File: config.mk
export PLATFORM = sky130hd
export DESIGN_NAME = ws2812_tx
export DESIGN_NICKNAME = d
export VERILOG_FILES = /design/src/rtl/ws2812_pkg.sv /design/src/rtl/ws2812_tx.sv
export SDC_FILE = /design/constraint.sdc
export NUM_CORES = 1
export LEC_CHECK = 0
export CAP_MARGIN = 20
export CELL_PAD_IN_SITES_DETAIL_PLACEMENT = 0
export CELL_PAD_IN_SITES_GLOBAL_PLACEMENT = 2
export CORE_UTILIZATION = 36
export CTS_CLUSTER_SIZE = 30
export DETAILED_ROUTE_END_ITERATION = 10
export PLACE_DENSITY = 0.85
export RECOVER_POWER = 25
export SLEW_MARGIN = 20
export SYNTH_ARGS = -nofsm -noshare
export SYNTH_HDL_FRONTEND = slang
export SYNTH_SLANG_ARGS = --single-unit
File: constraint.sdc
create_clock -name clk -period 3.4 [get_ports clk]
set_clock_uncertainty 0.05 [all_clocks]
set_input_delay 0.51 -clock clk [delete_from_list [all_inputs] [get_ports clk]]
set_output_delay 0.51 -clock clk [all_outputs]
set_load 0.005 [all_outputs]
File: src/rtl/ws2812_pkg.sv
`default_nettype none
// +----------------------------------------------------------------------+
// | Module   : ws2812_pkg                                                |
// | Brief    : Shared state encoding, frame length and default timing    |
// |            for the WS2812 single-wire serialiser.                    |
// | Revision : 1.0                                                       |
// +----------------------------------------------------------------------+
package ws2812_pkg;

    localparam int FRAME_BITS = 24;

    // Default bit timing for a 10 MHz main clock.
    localparam int DEF_BIT_CYCLES   = 13;
    localparam int DEF_T0H_CYCLES   = 4;
    localparam int DEF_T1H_CYCLES   = 8;
    localparam int DEF_LATCH_CYCLES = 3000;

    typedef logic [1:0] ws_state_t;

    localparam ws_state_t ST_IDLE  = 2'd0;
    localparam ws_state_t ST_HIGH  = 2'd1;
    localparam ws_state_t ST_LOW   = 2'd2;
    localparam ws_state_t ST_LATCH = 2'd3;

    function automatic int max4(input int a, input int b, input int c, input int d);
        int m;
        m = a;
        if (b > m) m = b;
        if (c > m) m = c;
        if (d > m) m = d;
        return m;
    endfunction

endpackage
`default_nettype wire

File: src/rtl/ws2812_tx.sv
`default_nettype none
// +----------------------------------------------------------------------+
// | Module   : ws2812_tx                                                 |
// | Brief    : Serialises a GRB colour snapshot onto the WS2812 data     |
// |            line, followed by a latch (reset) low period.             |
// | Revision : 1.0                                                       |
// +----------------------------------------------------------------------+
module ws2812_tx
    import ws2812_pkg::*;
#(
    parameter int BIT_CYCLES   = DEF_BIT_CYCLES,
    parameter int T0H_CYCLES   = DEF_T0H_CYCLES,
    parameter int T1H_CYCLES   = DEF_T1H_CYCLES,
    parameter int LATCH_CYCLES = DEF_LATCH_CYCLES,
    parameter bit AUTO_REFRESH = 1'b0
) (
    input  logic       clk,
    input  logic       reset,
    input  logic [7:0] red,
    input  logic [7:0] green,
    input  logic [7:0] blue,
    input  logic       start,
    output logic       dout,
    output logic       busy,
    output logic       done
);

    localparam int CNT_W = $clog2(max4(BIT_CYCLES, LATCH_CYCLES, T1H_CYCLES, 2) + 1);
    localparam int IDX_W = 5;

    generate
        if (!((T0H_CYCLES >= 1) && (T0H_CYCLES < T1H_CYCLES) &&
              (T1H_CYCLES < BIT_CYCLES) && (LATCH_CYCLES >= 1))) begin : g_param_check
            $error("ws2812_tx: illegal timing parameter combination");
        end
    endgenerate

    ws_state_t               r_state;
    logic [CNT_W-1:0]        r_cnt;
    logic [IDX_W-1:0]        r_idx;
    logic [FRAME_BITS-1:0]   r_shift;
    logic                    r_quiet;
    logic                    r_done_pend;
    logic                    r_dout;
    logic                    r_busy;
    logic                    r_done;

    logic [CNT_W-1:0]        w_th;
    logic                    w_high_last;
    logic                    w_low_last;
    logic                    w_latch_last;
    logic                    w_go;

    assign w_th         = r_shift[FRAME_BITS-1] ? CNT_W'(T1H_CYCLES) : CNT_W'(T0H_CYCLES);
    assign w_high_last  = (r_cnt == (w_th - CNT_W'(1)));
    assign w_low_last   = (r_cnt == (CNT_W'(BIT_CYCLES) - w_th - CNT_W'(1)));
    assign w_latch_last = (r_cnt == CNT_W'(LATCH_CYCLES - 1));
    assign w_go         = AUTO_REFRESH || start;

    // Outputs are registered from the current state, so they trail the
    // FSM by one edge and never glitch.
    always_ff @(posedge clk) begin
        if (reset) begin
            r_state     <= ST_LATCH;
            r_cnt       <= '0;
            r_idx       <= '0;
            r_shift     <= '0;
            r_quiet     <= 1'b1;
            r_done_pend <= 1'b0;
            r_dout      <= 1'b0;
            r_busy      <= 1'b1;
            r_done      <= 1'b0;
        end else begin
            r_dout      <= (r_state == ST_HIGH);
            r_busy      <= (r_state != ST_IDLE);
            r_done      <= r_done_pend;
            r_done_pend <= 1'b0;

            case (r_state)
                ST_IDLE: begin
                    if (w_go) begin
                        r_shift <= {green, red, blue};
                        r_idx   <= '0;
                        r_cnt   <= '0;
                        r_state <= ST_HIGH;
                    end
                end
                ST_HIGH: begin
                    if (w_high_last) begin
                        r_cnt   <= '0;
                        r_state <= ST_LOW;
                    end else begin
                        r_cnt <= r_cnt + CNT_W'(1);
                    end
                end
                ST_LOW: begin
                    if (w_low_last) begin
                        r_cnt   <= '0;
                        r_shift <= {r_shift[FRAME_BITS-2:0], 1'b0};
                        if (r_idx == IDX_W'(FRAME_BITS - 1)) begin
                            r_idx   <= '0;
                            r_state <= ST_LATCH;
                        end else begin
                            r_idx   <= r_idx + IDX_W'(1);
                            r_state <= ST_HIGH;
                        end
                    end else begin
                        r_cnt <= r_cnt + CNT_W'(1);
                    end
                end
                ST_LATCH: begin
                    if (w_latch_last) begin
                        r_cnt       <= '0;
                        r_state     <= ST_IDLE;
                        // The resync latch after reset completes silently.
                        r_done_pend <= ~r_quiet;
                        r_quiet     <= 1'b0;
                    end else begin
                        r_cnt <= r_cnt + CNT_W'(1);
                    end
                end
                default: r_state <= ST_IDLE;
            endcase
        end
    end

    assign dout = r_dout;
    assign busy = r_busy;
    assign done = r_done;

endmodule
`default_nettype wire

======== Yosys cells after proc, flatten, opt, wreduce, memory -nomap -nowiden ========
Index checks and enable logic that the tools add are counted.
storage, ports and cells
  register bits ........................... 48
  input port bits ......................... 27
  output and inout port bits .............. 3
  logic and storage cells ................. 54
operators by class
  $add $sub $neg .......................... 5
  eq/ne operators ......................... 11
  multiplexer cells ....................... 19
  bitwise logic cells ..................... 3
  reductions and logical operators ........ 7
operators with widths
  cell                   number
  $mux 12                4
  $mux 24                2
  $pmux 12 s4            1
  $pmux 24 s2            1
  $eq 12x12->1           2
  $mux 5                 3
  $add 12x1->12 const B  1
  $eq 12x12->1 const B   1
  $mux 2                 5
  $pmux 5 s2             1
  $ne 2x2->1 const B     4
  $pmux 2 s4             1
  $sub 5x2->6 const B    1
  $add 5x1->5 const B    1
  $eq 5x5->1 const B     1
  $sub 4x1->5 const B    1
  $sub 4x4->5 const A    1
  $eq 2x2->1 const B     2
  $mux 4                 1
  $reduce_and 4->1       1
  $reduce_bool 2->1      2
  $not 1->1              3
  $reduce_and 3->1       1
  $reduce_or 3->1        1
  other kinds (3)        3

======== Depth between registers and ports, before layout ========
  depth after elaboration ................. 6
  gate-level depth with buffers ........... 6
  gate-level depth less buffers ........... 5

======== Worst setup path after synthesis ========
Ideal clock, no wire load.
  path type ............................... flip-flop to flip-flop
  start point ............................. register r_cnt[6]
  end point ............................... register r_state[1]
  library setup time ...................... 134 ps
  arrival ................................. 1,628 ps
  required time ........................... 3,216 ps
  slack ................................... 1,588 ps
  cell stages (with the launch flop) ...... 6
  buffers on the path ..................... 1
  period minus slack after synthesis ...... 1,812 ps
  path through ............................ dfxtp_1 > buf_2 > nor4_4 > o2111a_2 > nor2_2 > or4_1
on the way
  word-level cells in the longest chain between the ends .. 3
  elaborated cells on any way between the ends .. 7
  classes of those cells .................. eq/ne: 6; reduce/logical: 1
ends and longest elaborated chain
  element                          line                                               source
  from (decl)                      ws2812_tx.sv:39                                    logic [CNT_W-1:0] r_cnt;
  from (signal assigned)           ws2812_tx.sv:93                                    r_cnt <= r_cnt + CNT_W'(1);
  from (signal assigned)           ws2812_tx.sv:108                                   r_cnt <= r_cnt + CNT_W'(1);
  from (signal assigned)           ws2812_tx.sv:119                                   r_cnt <= r_cnt + CNT_W'(1);
  $eq 12x12->1 (on tied branches)  ws2812_tx.sv:57, ws2812_tx.sv:55, ws2812_tx.sv:56
  $ne 2x2->1 (no line)             -
  $reduce_and 4->1 (no line) *     -
  to (signal assigned)             ws2812_tx.sv:64                                    r_state <= ST_LATCH;
  to (signal assigned)             ws2812_tx.sv:85                                    r_state <= ST_HIGH;
  to (signal assigned)             ws2812_tx.sv:91                                    r_state <= ST_LOW;
  to (decl)                        ws2812_tx.sv:38                                    ws_state_t r_state;
Mark *: on every way between the ends. The rest lies on a longest branch, timed or not.
A chain may end at the register's enable or synchronous reset.

======== Final worst setup path ========
  start point ............................. register r_cnt[3]
  end point ............................... register r_cnt[2]
on the way
  word-level cells in the longest chain between the ends .. 3
  elaborated cells on any way between the ends .. 7
  classes of those cells .................. eq/ne: 3; mux: 4
ends and longest elaborated chain
  element                          line                                                source
  $eq 12x12->1 (on tied branches)  ws2812_tx.sv:57, ws2812_tx.sv:55, ws2812_tx.sv:56
  $mux 12 (on tied branches)       ws2812_tx.sv:112, ws2812_tx.sv:89, ws2812_tx.sv:97
  $pmux 12 s4 *                    ws2812_tx.sv:79                                     case (r_state)
Marks and branches as above.

==> results.txt <==
status - finished clean
worst rel slew slack - 0.3995
post-CTS setup buffer count - 0
vias in the first global route - 2052
Final ANT Viol Nets - 0
Critical Path AT - 2470 ps
final WL - 5.841 mm
clock sink count - 48
register area share after synthesis - 0.3838
dominant synthesized flop cell - dfxtp_1
Port Buffers - 29
Tmin final - 2384 ps
Max Cap Viol - 0
initial antenna violation count - 0
P per Cell Area - 394.7 nW/um^2
startpoint class of the critical path - flop
per-cell routed wire length - 14.82 um
gr ovfl total - 0
fin area - 2907 um^2
Syn Inst Count - 293
Layout Cells excl Fill - 394
Tcrit/Tclk final - 0.7011
largest net degree at the start of global routing - 32
kind of critical path - reg2reg
fillers - 708
Die ar. - 7292 um^2
clk_lat worst skew - 300 ps
CTS Buffer Depth - 2
dpl cell area - 2821 um^2
GR Util All Layers - 0.1741
Worst Hold Class - reg2reg
Syn Nets - 323
Root Buffer - clkbuf_8
RSZ-0062 raised after global routing - false
pre-CTS setup slack - 978.4 ps
Inserted Clock Buffers - 5
Initial Util - 0.3706
Async SR Flop Fraction - 0
Pre-antenna DRT Iters - 4
# setup viols final - 0
area grow syn2layout - 16.09%
Mapped Area - 2504 um^2
Post-synth EDFFs - 0
Nets - 343
Placement Rows - 30
layout cells sized above 1 - 0.06369
Worst Max-Slew Pin Slew - 900.7 ps
setup tns final - 0 ps
highest clock rate - 419.5 MHz
Post-DP HPWL - 3.761 mm
Iteration-0 DRC Markers - 129
first-pass GRT wire length - 10.21 mm
hold buffer count at cts - 0
Worst-path clk slew - 90 ps
CTS tree - yes
Util after Layout - 0.4302
antenna cells - 0
element type at the critical path end - flop
die width - 85.40 um
I/O Pins - 30
Final Hold Viols - 0
leakage - 0.9253 nW
routed vias - 2199
PostCTS Resize Cnt - 0
max-slew violations - 0
post-synthesis cell type count - 54
DRC viols - 0
total power - 1.147 mW
GPL Wtd Cong - 0.7505
Syn. warnings - 0
Syn Area/Cell - 8.545 um^2
Critical Path RT - 3490 ps
Die H - 85.40 um
Fin Hold WS - 398.0 ps
crit path max fanout - 11
Synth Register Bits - 48
Via density - 5.581
core area - 6756 um^2
H-tree level count - 2
Setup WS post-layout - 1016 ps
worst vdd ir - 0.1449 mV
Cells after DPL - 386
==> worst paths after layout <==
path / from / end / slack, ps / depth (start not counted)
max: r_cnt[3] / r_cnt[2] / 1020 / 5
min: r_done_pend / done / 400 / 1
max reg2reg: r_cnt[3] / r_cnt[2] / 1020 / 5
min reg2reg: r_done_pend / done / 400 / 1
==> sequential cells by signal, summed over array words and instances (netlist names) <==
register and flops:
busy 1, done 1, dout 1, r_cnt 12
r_done_pend 1, r_idx 5, r_quiet 1, r_shift 24
r_state 2
==> logic make-up (layout without fill, tap and decap cells) <==
kind of cell / count (synthesis) / count (layout) / share of synthesized area
muxes: 6 / 6 / 0.02399
adders and majority gates: 3 / 3 / 0.01499
buffers and inverters: 29 / 50 / 0.06046
xor gates and xnor gates: 1 / 1 / 0.003499
AOI/OAI and AO/OA: 59 / 59 / 0.2244
and+or+nand+nor: 147 / 147 / 0.2889
DFF: 48 / 48 / 0.3838
==> cell usage in the layout (no fill, tap or decap), types with 2 or more instances in the layout <==
cell and n:
nand4_1 5, buf_4 5, or4_1 3, dfxtp_1 48, nor4_1 2, a21oi_1 2
and3_1 3, o221a_1 23, or3_1 2, nor4_4 2, nor4b_1 2, nor2_1 10
clkbuf_1 3, nor2b_1 2, dlygate4sd3_1 4, nand2_1 71, nand3_1 29, clkdlybuf4s50_1 25
o2111a_1 2, clkbuf_8 6, clkinvlp_4 2, a211oi_1 8, o21ai_0 4, inv_1 4
o21ai_1 2, nor3_1 6, nand2b_1 2, mux2i_1 6, a31oi_1 3, o31ai_1 2
ha_1 3
==> cell usage after synthesis (3+ instances only) <==
library cell / n / area (um^2)
nand2_1: 71 / 266.5
or4_1: 3 / 22.52
ha_1: 3 / 37.54
inv_1: 4 / 15.01
nand3_1: 29 / 145.1
nor3_1: 6 / 30.03
nand4_1: 5 / 31.28
a211oi_1: 8 / 60.06
buf_2: 4 / 20.02
mux2i_1: 6 / 60.06
a31oi_1: 3 / 18.77
buf_6: 4 / 45.04
dfxtp_1: 48 / 960.9
clkbuf_1: 12 / 45.04
o21ai_0: 4 / 20.02
o221a_1: 23 / 259.0
and3_1: 3 / 18.77
nor2_1: 10 / 37.54
==> critical path, stage by stage, from the launching register on <==
cell,delay [ps]
dfxtp_1,510
nor3b_1,470
o2111ai_4,230
a211oi_1,280
clkbuf_1,480
a2111oi_0,200
==> power breakdown <==
group | switching, mW | internal [mW]
Combinational | 0.0928 | 0.0772
Sequential | 0.0213 | 0.591
Clock | 0.200 | 0.165
Total | 0.314 | 0.833
==> final cells by class <==
cell class | count | area (um^2) | share of cell area
multi-input cells | 216 | 1390 | 0.4783
flip-flops and latches | 48 | 960.9 | 0.3306
repair buffers | 37 | 339.1 | 0.1167
well taps | 80 | 100.1 | 0.03444
clock buffers | 6 | 82.58 | 0.02841
inverters | 5 | 18.77 | 0.006457
clock inverters | 2 | 15.01 | 0.005166
==> metal layers <==
layer  share of wire  up-vias  global-route usage
met1            0.53     1043              0.2442
met2            0.44       25              0.2735
met3           0.022        6             0.03502
li1                -     1125                   -
met5               0        -                   0
met4           0.012        0             0.04545
No activity file was read; power rests on OpenSTA's default activity.
